## config.mk

```make
export PLATFORM = sky130hd
export DESIGN_NAME = random_range
export DESIGN_NICKNAME = d
export VERILOG_FILES = /design/src/rtl/random_range.sv
export SDC_FILE = /design/constraint.sdc
export NUM_CORES = 1
export LEC_CHECK = 0
export CAP_MARGIN = 20
export CORE_ASPECT_RATIO = 1.4
export CORE_MARGIN = 1
export CORE_UTILIZATION = 54
export CTS_BUF_LIST = sky130_fd_sc_hd__clkbuf_4
export DETAILED_ROUTE_END_ITERATION = 10
export GPL_TIMING_DRIVEN = 0
export PLACE_DENSITY_LB_ADDON = 0.15
export SYNTH_ARGS = -nofsm -noshare
export SYNTH_HDL_FRONTEND = slang
export SYNTH_SLANG_ARGS = --single-unit
```

## constraint.sdc

```tcl
create_clock -name clk_random_range -period 2.7 [get_ports clk_random_range]
set_input_delay 0.81 -clock clk_random_range [delete_from_list [all_inputs] [get_ports clk_random_range]]
set_output_delay 0.81 -clock clk_random_range [all_outputs]
set_load 0.01 [all_outputs]
```

## src/rtl/random_range.sv

```systemverilog
// Galois LFSR random source with on-request reduction of a sample into an inclusive range [min,max].
// A result appears WIDTH+1 cycles after an accepted request; requests arriving while busy are dropped.
module random_range #(
  parameter int               WIDTH     = 16,
  parameter int               OUT_WIDTH = 7,
  parameter logic [WIDTH-1:0] TAPS      = 16'hB400,
  parameter logic [WIDTH-1:0] SEED      = 16'hACE1
) (
  input  logic                 clk_random_range,
  input  logic                 rst_random_range,
  input  logic                 i_free_run,
  input  logic                 i_seed_load,
  input  logic [WIDTH-1:0]     i_seed,
  input  logic                 i_req,
  input  logic [OUT_WIDTH-1:0] i_min,
  input  logic [OUT_WIDTH-1:0] i_max,
  output logic                 o_busy,
  output logic                 o_valid,
  output logic [OUT_WIDTH-1:0] o_value
);

  localparam int             CW   = (WIDTH > 1) ? $clog2(WIDTH) : 1;
  localparam int             RW   = OUT_WIDTH + 2;
  localparam logic [CW-1:0]  LAST = CW'(WIDTH - 1);
  localparam logic [OUT_WIDTH:0] ONE = {{OUT_WIDTH{1'b0}}, 1'b1};

  typedef enum logic [1:0] {IDLE, REDUCE, DONE} state_t;

  state_t               state_q, state_d;
  logic [WIDTH-1:0]     lfsr_q, lfsr_step;
  logic [WIDTH-1:0]     sample_q;
  logic [OUT_WIDTH-1:0] lo_q, lo_d;
  logic [OUT_WIDTH:0]   span_q, span_d;
  logic [OUT_WIDTH:0]   rem_q, rem_sub, rem_next;
  logic [RW-1:0]        rem_shift;
  logic [CW-1:0]        cnt_q;
  logic                 accept;

  assign lfsr_step = (lfsr_q >> 1) ^ (lfsr_q[0] ? TAPS : '0);
  assign accept    = (state_q == IDLE) && i_req;
  assign o_busy    = (state_q != IDLE);

  always_comb begin
    lo_d   = i_min;
    span_d = {1'b0, i_max} - {1'b0, i_min} + ONE;
    if (i_min > i_max) begin
      lo_d   = i_max;
      span_d = {1'b0, i_min} - {1'b0, i_max} + ONE;
    end
  end

  // Remainder stays below span, so only the shifted value needs the extra bit;
  // the subtraction is exact in the narrower width.
  assign rem_shift = {rem_q, sample_q[WIDTH-1]};
  assign rem_sub   = rem_shift[OUT_WIDTH:0] - span_q;
  assign rem_next  = (rem_shift >= {1'b0, span_q}) ? rem_sub : rem_shift[OUT_WIDTH:0];

  always_ff @(posedge clk_random_range) begin
    if (rst_random_range) state_q <= IDLE;
    else                  state_q <= state_d;
  end

  always_comb begin
    state_d = state_q;
    case (state_q)
      IDLE:    if (i_req) state_d = REDUCE;
      REDUCE:  if (cnt_q == LAST) state_d = DONE;
      DONE:    state_d = IDLE;
      default: state_d = IDLE;
    endcase
  end

  always_ff @(posedge clk_random_range) begin
    if (rst_random_range) begin
      lfsr_q   <= SEED;
      sample_q <= '0;
      lo_q     <= '0;
      span_q   <= ONE;
      rem_q    <= '0;
      cnt_q    <= '0;
      o_valid  <= 1'b0;
      o_value  <= '0;
    end else begin
      o_valid <= 1'b0;
      if (i_seed_load)                lfsr_q <= (i_seed == '0) ? SEED : i_seed;
      else if (accept || i_free_run)  lfsr_q <= lfsr_step;

      case (state_q)
        IDLE: if (i_req) begin
          sample_q <= lfsr_q;
          lo_q     <= lo_d;
          span_q   <= span_d;
          rem_q    <= '0;
          cnt_q    <= '0;
        end
        REDUCE: begin
          sample_q <= {sample_q[WIDTH-2:0], 1'b0};
          rem_q    <= rem_next;
          cnt_q    <= cnt_q + 1'b1;
        end
        DONE: begin
          o_value <= lo_q + rem_q[OUT_WIDTH-1:0];
          o_valid <= 1'b1;
        end
        default: ;
      endcase
    end
  end

endmodule

```

-- After elaboration in Yosys (flattened, before gate mapping)
Cells that the tools add are included.
- add/subtract/negate cells: 7
- $lt $le $gt $ge: 2
- eq/ne operators: 5
- multiplexer cells: 17
- bitwise operators: 1
- reductions and logical operators: 10
- operator list (kind ; count):
    16-bit 2-to-1 mux ; 5
    16-bit one-hot mux with 2 select lines ; 1
    8-bit 2-to-1 mux ; 3
    8-bit by 1-bit adder with 8-bit output, second input constant ; 2
    16-bit logical NOT ; 1
    8-bit one-hot mux with 2 select lines ; 1
    7-bit by 7-bit subtractor with 8-bit output ; 2
    15-bit by 16-bit bitwise XOR with 16-bit output ; 1
    9-bit by 8-bit >= comparator with 1-bit output ; 1
    4-bit one-hot mux with 2 select lines ; 1
    8-bit subtractor ; 1
    7-bit adder ; 1
    7-bit > comparator ; 1
    7-bit 2-to-1 mux ; 1
    2-bit AND reduction ; 3
    2-bit nonzero test ; 3
    4-bit by 1-bit adder with 4-bit output, second input constant ; 1
    4-bit == test, second input constant ; 1
    2-bit 2-to-1 mux ; 2
    4-bit 2-to-1 mux ; 1
    2-bit != test, second input constant ; 2
    2-bit one-hot mux with 2 select lines ; 1
    2-bit by 1-bit == test with 1-bit output, second input constant ; 1
    2-bit == test, second input constant ; 1
    other kinds (4) ; 4
- register bits after elaboration: 69
- input bits: 35
- output and inout port bits: 9
- logic and storage cells: 51

-- Logic depth before layout (Yosys ltp)
Gate-level depths: netlist (run 1).
- depth in word-level cells: 5
- depth in mapped cells: 12
- mapped depth without buffers: 12

-- Least setup slack after synthesis (run 1)
No wires, ideal clock.
- kind: in2reg
- start: in i_min[1]
- end: reg span_q[7]
- setup time: 0.101 ns
- arrival time: 2.646 ns
- data required time: 2.599 ns
- path slack: -0.047 ns
- stages on the path: 12
- path buffers: 0
- path through: inv_1 -> ha_1 -> inv_1 -> ha_1 -> inv_1 -> fa_1 -> nor2b_1 -> o311a_1 -> o21ai_0 -> a21oi_1 -> a311oi_1 -> o41ai_1
- longest elaborated chain between the ends: 3
- elaborated cells between the ends (all ways): 6
- classes of those cells: add/sub (4); order compare (1); mux (1)
- RTL lines (item ; RTL line ; RTL):
    from (decl) ; 15 ; input logic [OUT_WIDTH-1:0] i_min,
    7-bit by 7-bit subtractor with 8-bit output (on tied branches) ; 45, 48 ;
    8-bit by 1-bit adder with 8-bit output (on tied branches) ; 45, 48 ;
    8-bit 2-to-1 mux (*) ; 46 ; if (i_min > i_max) begin
    to (signal assigned) ; 92 ; span_q <= span_d;
    to (decl) ; 33 ; logic [OUT_WIDTH:0] span_q, span_d;
Every way passes the cells marked *; elsewhere a longest branch is shown, timed or not.
A chain may end at the register's enable or synchronous reset.

-- Worst setup path after layout (run 1)
- start: in i_max[1]
- end: reg span_q[7]
- longest elaborated chain between the ends: 3
- elaborated cells between the ends (all ways): 6
- classes of those cells: add/sub (4); order compare (1); mux (1)
- RTL lines (item ; RTL line ; RTL):
    from (decl) ; 16 ; input logic [OUT_WIDTH-1:0] i_max,
    7-bit by 7-bit subtractor with 8-bit output (on tied branches) ; 45, 48 ;
    8-bit by 1-bit adder with 8-bit output (on tied branches) ; 45, 48 ;
    8-bit 2-to-1 mux (*) ; 46 ;
Marked as above.

==> results.toml, run 1 <==
[finish]
area_growth_pct = 21.29
antenna_cells = 0
fin_util = 0.6837
final_cells = 700
layout.nets = 679
design_area_um2 = 5331
drive_above_1_share = 0.1233

[grt]
overflow = 0
grt_pass1_vias = 3704
grt_pass1_wl_um = 16960
grt_max_degree = 15
antenna_found_initial = 0
grt_util_all_layers = 0.2554

[floorplan]
die_area_um2 = 8510
die_h_um = 108.8
start_util = 0.5637
pin_count = 44
coreArea_um2 = 7797
fp-row-count = 38
chipWidth_um = 78.25

[sta]
period_share = 0.9934
max_slew_margin = 0.4262
finalHoldViolCount = 0
grt_setup_unrepaired = "true"
fin_crit_ns = 2.682
finalMaxSlewViolations = 0
finClkSkew_ns = 0.01527
worstMarginPinSlew_ns = 0.8542
whs_ns = 0.4615
tns_ns = 0
setup_slack_ns = 0.01782
fmaxAchievable_mhz = 372.8
setup_viol = 0

[critical_path]
cp-start-kind = "input port"
critPathArrivalTime_ns = 2.99
crit_required_ns = 3.01
path_cells = "dlygate4sd2_1, ha_4, inv_4, ha_1, inv_1, fa_2, nor2b_2, o311a_1, o21ai_2, a21oi_1, a311oi_2, o41ai_2"
r2r-start = "span_q[1]"
cp-startpoint = "i_max[1]"
crit_type = "input port to flop"
cp_slowest_cell = "o311a_1"
cp_top_family = "compound AO/OA/AOI/OAI gates"
crit_path_end_kind = "flop"
crit_buf_inv = 3
worstPathMaxFanout = 3
cpPeakStageDelay_ns = 0.33

[worst_hold_path]
hp-class = "flop to flop"
hold_start = "o_value[3]"

[route]
routed_wl_um = 10750
post-route-drc-count = 0
drtIter0Drc = 222
num_vias = 4060
vias_per_cell = 5.800
ant_nets = 0
route.detailed.wl_per_inst_um = 15.35
firstDrtPassIters = 5

[pwr]
clkPwrFrac = 0.267
switchingPower_mw = 1.069
power_mw = 3.038
ir_drop_v = 0.0003487
powerDensity_nw_per_um2 = 569.9
p_int_mw = 1.969
p_sw_frac = 0.3519
seq_power_share = 0.390
p_leak_nw = 2.225
p_comb_frac = 0.343

[placement]
dp_cells = 681
gp_congestion = 0.8752
port_buffers = 42
dp.final_hpwl_um = 8078
post-place-ws_ns = -0.8343
placed_area_um2 = 4961

[logic_synthesis]
async_flop_share = 0
synth_area_um2 = 4395
ys_types = 60
synth-seq-cells = 69
ys_warn_count = 0
ys.flop_type = "dfxtp_1"
ys_seq_area_frac = 0.3143
synth_edf_count = 0
netlist_instances = 539
syn_avg_cell_area_um2 = 8.155
syn-num-nets = 623

[clock_network]
cts_root_buffer = "clkbuf_4"
postCtsHoldBufs = 0
cts.sinks = 69
path_clk_slew_ns = 0.13
cts_tree = "done"
cts-buffers-inserted = 9
htree_levels = 3
clk_path_buf_depth = 2
insertion_delay_ns = 0.44

[status]
status = "complete, no violations"

[flow_run]
maxCapViolations = 0
[cell usage after synthesis, types with 12 or more instances]
cell / n / area share
nor2_1: 77 / 0.066
dfxtp_1: 69 / 0.31
ha_1: 43 / 0.12
inv_1: 43 / 0.037
a21oi_1: 35 / 0.040
nand2_1: 35 / 0.030
clkbuf_1: 20 / 0.017
a211oi_1: 19 / 0.032
o21ai_0: 18 / 0.020
nor3_1: 14 / 0.016
nor4_1: 12 / 0.017
[power by group through the flow]
| stage | clock network [mW] | logic (mW) | registers [mW] |
|---|---|---|---|
| after floorplan | 0 | 0.721 | 1.18 |
| after global placement | 0 | 0.927 | 1.20 |
| after detailed placement | 0 | 0.956 | 1.21 |
| after CTS | 0.821 | 1.00 | 1.18 |
| after global routing | 0.867 | 1.14 | 1.19 |
| final | 0.810 | 1.04 | 1.19 |
[tightest hold or removal path, cell delays in order (launching register included)]
cell and delay (ns):
dfxtp_1 0.33, nand2_1 0.05, a21oi_1 0.05
[repair_timing]
item	4_1_cts	5_1_grt
endpoints found under the hold margin	0	0
setup buffers	4	1
setup endpoints to repair	12	13
pin swaps	6	7
resized for setup	28	20
[routing by layer]
layer  share of wire  global-route usage
met1            0.43              0.3086
met2            0.51              0.4618
met3           0.047             0.04770
met4           0.012             0.06614
met5               0                   0
[final timing paths]
kind,endpoint,slack [ns],cells after the start
setup / recovery,span_q[7],0.02,12
hold / removal,o_value[3],0.46,2
setup reg to reg,rem_q[2],0.50,8
hold reg to reg,o_value[3],0.46,2
[registers in the layout, summed over array words and instances (netlist names)]
signal    cells
cnt_q         4
lo_q          7
rem_q         8
sample_q     16
o_valid       1
o_value       7
span_q        8
state_q       2
lfsr_q       16
[cell usage in the layout (no fill, tap or decap), types with 10 or more instances in the layout]
master and count:
a211oi_1 19, nor2_1 77, nand2_1 34, nor4_1 12
dfxtp_1 69, o21ai_0 16, inv_1 38, clkdlybuf4s50_1 31
ha_1 33, o211ai_1 10, clkbuf_1 18, mux2i_1 10
nor3_1 13, a21oi_1 32
[final cells by class]
class / instances / area [um^2]
inverters: 43 / 163.9
clock inverters: 7 / 103.9
plain buffers: 27 / 116.4
multi-input cells: 398 / 2918
well taps: 100 / 125.1
clock buffers: 9 / 67.56
repair buffers: 47 / 455.4
fillers: 668 / 2466
flip-flops and latches: 69 / 1381
[cell families (layout without fill, tap and decap cells)]
group | count (synthesis) | in the layout | synth area share
buf+inv | 72 | 133 | 0.06405
simple gates | 185 | 185 | 0.2027
mux | 10 | 10 | 0.02277
flops | 69 | 69 | 0.3143
fa+ha+maj | 49 | 49 | 0.1497
xor+xnor | 14 | 14 | 0.02790
compound gates | 140 | 140 | 0.2186
No activity file was read; power rests on OpenSTA's default activity.
==> run 2, diff against run 1 <==
Settings changed: RECOVER_POWER from default to 25, SKIP_CTS_REPAIR_TIMING from default to 1.
==> run 2 against run 1 <==
Net effect: register-to-register slack barely moved; first-iteration DRC count rose by 5.9%; clock skew barely moved; critical path type unchanged; worst hold slack barely moved; setup slack improved by 0.023 ns; final cell count fell by 0.57%; highest routed layer unchanged; critical path depth rose by 1; global-route usage fell by 0.57 points; non-clock buffer count fell by 4.
==> results.toml, run 2 (synthesis gave the netlist of run 1 again) <==
[status]
status = "complete, no violations"

[grt]
grt_pass1_vias = 3671
overflow = 0
grt_pass1_wl_um = 16620
antenna_found_initial = 0
grt_util_all_layers = 0.2497
grt_max_degree = 15

[sta]
fmaxAchievable_mhz = 376.0
finalMaxSlewViolations = 0
finClkSkew_ns = 0.01536
fin_crit_ns = 2.659
worstMarginPinSlew_ns = 0.8335
grt_setup_unrepaired = "true"
whs_ns = 0.4614
tns_ns = 0
setup_viol = 0
finalHoldViolCount = 0
period_share = 0.9849
max_slew_margin = 0.4400

[clock_network]
cts_root_buffer = "clkbuf_4"
clk_path_buf_depth = 2
cts_tree = "done"
cts.sinks = 69
path_clk_slew_ns = 0.13
insertion_delay_ns = 0.45
cts-buffers-inserted = 9
htree_levels = 3

[critical_path]
cp-startpoint = "i_min[1]"
cpPeakStageDelay_ns = 0.39
path_cells = "clkbuf_2, inv_1, ha_4, inv_2, ha_1, inv_1, fa_2, nor2b_2, o311a_1, o21ai_2, a21oi_2, a311oi_2, o41ai_2"
crit_path_end_kind = "flop"
worstPathMaxFanout = 4
worst-r2r-setup-slack_ns = 0.49
r2r-start = "span_q[1]"
crit_buf_inv = 4
cp_common_cell = "inv_1"
cp_top_family = "compound AO/OA/AOI/OAI gates"
crit_required_ns = 3.01
critPathArrivalTime_ns = 2.97
crit_type = "input port to flop"
cp_slowest_cell = "o311a_1"
cp-start-kind = "input port"

[finish]
antenna_cells = 0
reg.largest.list = "lfsr_q x16, sample_q x16"
drive_above_1_share = 0.1208
fill_cells = 659
most-common-layout-cells = "nor2_1 (76), dfxtp_1 (69), inv_1 (40), nand2_1 (34), ha_1 (31)"
fin_util = 0.6836
layout.nets = 675
mostFrequentLayoutCell = "nor2_1"
multi_input_area_um2 = 2929
area_growth_pct = 21.26
seq_area_um2 = 1381

[placement]
gp_congestion = 0.8752
dp.final_hpwl_um = 8078
port_buffers = 42

[pwr]
ir_drop_v = 0.0003490
powerDensity_nw_per_um2 = 568.6
power_mw = 3.031
p_leak_nw = 2.243

[floorplan]
fp-row-count = 38
die_area_um2 = 8510
start_util = 0.5637
pin_count = 44
chipWidth_um = 78.25
coreArea_um2 = 7797
die_h_um = 108.8

[route]
route.detailed.wl_per_inst_um = 15.15
routed_wl_um = 10550
drtIter0Drc = 235
vias_per_cell = 5.800
num_vias = 4037
firstDrtPassIters = 5
ant_nets = 0
post-route-drc-count = 0

[worst_hold_path]
hp-class = "flop to flop"
hold_start = "o_value[3]"

[flow_run]
maxCapViolations = 0
==> run 2: cell types whose count changed in the layout (fill, tap and decap cells not counted), sizes merged <==
cell	before	now
dlygate4sd2	6	0
buf	15	10
dlymetal6s2s	4	9
dlygate4sd3	0	2
clkbuf	27	28
clkdlybuf4s50	31	30
==> run 2: layer usage <==
metal  up-vias  global-route usage  wire length [um]
met5         -                   0                 0
met4         0             0.06481               121
met3        11             0.04937               474
met2       106              0.4474              5284
met1      1893              0.3034              4666
li1       2027                   -                 -
==> run 2: layout make-up <==
| class | instances | share of cell area |
|---|---|---|
| multi-input combinational | 398 | 0.5495 |
| timing repair buffer | 43 | 0.08357 |
| clock inverter | 7 | 0.01948 |
| clock buffer | 9 | 0.01268 |
| inverter | 43 | 0.03028 |
| tap | 100 | 0.02347 |
| buffer | 27 | 0.02183 |
| sequential | 69 | 0.2592 |
==> run 2: through the flow <==
stage	setup WS, ns	cell area (um^2)	std cells
2_1_floorplan	0.01385	4415	539
3_3_place_gp	-0.7896	4961	681
3_5_place_dp	-0.8343	4961	681
4_1_cts	-0.3903	5132	697
5_1_grt	-0.07266	5330	696
6_report	0.04072	5330	696
==> run 2: path summary, 6_finish.rpt <==
path | to | cells past startpoint
max | span_q[7] | 13
min | o_value[3] | 2
max reg2reg | rem_q[2] | 8
min reg2reg | o_value[3] | 2
==> run 2: worst reg2reg max path, cell delays in order (launching register included) <==
cell and delay, ns:
dfxtp_1 0.42, inv_1 0.07, ha_1 0.34, and2b_2 0.22
o21bai_2 0.18, a21oi_2 0.10, o31a_1 0.38, nand2b_4 0.21
o311ai_2 0.21
==> run 2: power by group <==
part,switching [mW],internal [mW]
combinational,0.568,0.466
sequential,0.0756,1.11
clock,0.423,0.389
total,1.07,1.96
==> run 3, diff against run 2 <==
==> constraint.sdc (replaced) <==
create_clock -name clk_random_range -period 2.7 [get_ports clk_random_range]
set_input_delay 0.81 -clock clk_random_range [delete_from_list [all_inputs] [get_ports clk_random_range]]
set_output_delay 0.81 -clock clk_random_range [all_outputs]
set_load 0.005 [all_outputs]
==> run 3 against run 2 <==
Net effect: wire length did not move; highest routed layer unchanged; utilization did not move; largest power group unchanged; register-to-register slack barely moved.
==> results.toml, run 3 (synthesis gave the netlist of run 1 again) <==
[status]
status = "complete, no violations"

[clock_network]
cts-buffers-inserted = 9
clk_path_buf_depth = 2
cts.sinks = 69
insertion_delay_ns = 0.45
cts_tree = "done"
cts_root_buffer = "clkbuf_4"
htree_levels = 3
path_clk_slew_ns = 0.13

[sta]
fmaxAchievable_mhz = 376.0
finalMaxSlewViolations = 0
fin_crit_ns = 2.659
finClkSkew_ns = 0.01536
setup_viol = 0
grt_setup_unrepaired = "true"
max_slew_margin = 0.4400
worstMarginPinSlew_ns = 0.8335
finalHoldViolCount = 0
period_share = 0.9849

[worst_hold_path]
hp-class = "flop to flop"

[floorplan]
fp-row-count = 38
chipWidth_um = 78.25
die_area_um2 = 8510
die_h_um = 108.8
coreArea_um2 = 7797
pin_count = 44
start_util = 0.5637

[finish]
drive_above_1_share = 0.1208
final_cells = 696
most-common-layout-cells = "nor2_1 (76), dfxtp_1 (69), inv_1 (40), nand2_1 (34), ha_1 (31)"
fin_util = 0.6836
mostFrequentLayoutCell = "nor2_1"
fill_cells = 659
reg.largest.list = "lfsr_q x16, sample_q x16"
area_growth_pct = 21.26
antenna_cells = 0
layout.nets = 675

[route]
drtIter0Drc = 235
num_vias = 4037
routed_wl_um = 10550
vias_per_cell = 5.800
firstDrtPassIters = 5
route.detailed.wl_per_inst_um = 15.15
ant_nets = 0
post-route-drc-count = 0

[placement]
dp.final_hpwl_um = 8078
port_buffers = 42
gp_congestion = 0.8752
dp_cells = 681

[grt]
grt_pass1_vias = 3671
grt_util_all_layers = 0.2497
grt_max_degree = 15
grt_pass1_wl_um = 16620
gr-usage-met3 = 0.04937
overflow = 0
antenna_found_initial = 0
grt_use_met2 = 0.4474
grt_use_met1 = 0.3034
grt_busiest_layer = "met2"

[pwr]
powerDensity_nw_per_um2 = 568.5
power_mw = 3.030
ir_drop_v = 0.0003490
p_leak_nw = 2.247

[critical_path]
worst-r2r-setup-slack_ns = 0.49
worstPathMaxFanout = 4
crit_required_ns = 3.01
critPathArrivalTime_ns = 2.97
crit_path_end_kind = "flop"
cp-start-kind = "input port"
crit_type = "input port to flop"

[flow_run]
maxCapViolations = 0
## run 3: final timing paths
kind / start / to / cells past startpoint
worst min register to register: o_value[3] / o_value[3] / 2
worst min-delay path: o_value[3] / o_value[3] / 2
worst max-delay path: i_min[1] / span_q[7] / 13
worst max register to register: span_q[1] / rem_q[2] / 8
## run 3: metrics by stage
| step | area, um^2 | hold slack, ns | setup TNS (ns) | setup WS (ns) |
|---|---|---|---|---|
| 6_report | 5330 | 0.4614 | 0 | 0.04072 |
| 5_1_grt | 5330 | 0.4850 | -0.1049 | -0.07266 |
| 2_1_floorplan | 4415 | 0.4319 | 0 | 0.01385 |
| 3_3_place_gp | 4961 | 0.4420 | -9.483 | -0.7896 |
| 4_1_cts | 5132 | 0.4601 | -2.821 | -0.3903 |
| 3_5_place_dp | 4961 | 0.4449 | -10.66 | -0.8343 |
## run 3: routing by layer
| layer | part of all wire | up-vias |
|---|---|---|
| met5 | 0 | - |
| met4 | 0.011 | 0 |
| met3 | 0.045 | 11 |
| met2 | 0.50 | 106 |
| met1 | 0.44 | 1893 |
| li1 | - | 2027 |
## run 3: cell type report
cell class	instances	area [um^2]	area share
multi-input combinational	398	2929	0.5495
sequential	69	1381	0.2592
timing repair buffer	43	445.4	0.08357
inverter	43	161.4	0.03028
tap	100	125.1	0.02347
buffer	27	116.4	0.02183
clock inverter	7	103.9	0.01948
clock buffer	9	67.56	0.01268
## run 3: worst max-delay path: stages
cell	delay [ns]
clkbuf_2	0.12
inv_1	0.07
ha_4	0.28
inv_2	0.04
ha_1	0.21
inv_1	0.07
fa_2	0.22
nor2b_2	0.05
o311a_1	0.39
o21ai_2	0.22
a21oi_2	0.09
a311oi_2	0.29
o41ai_2	0.11
## run 3: power breakdown
part           switching, mW  internal (mW)
sequential            0.0756           1.11
clock                  0.423          0.389
combinational          0.568          0.465
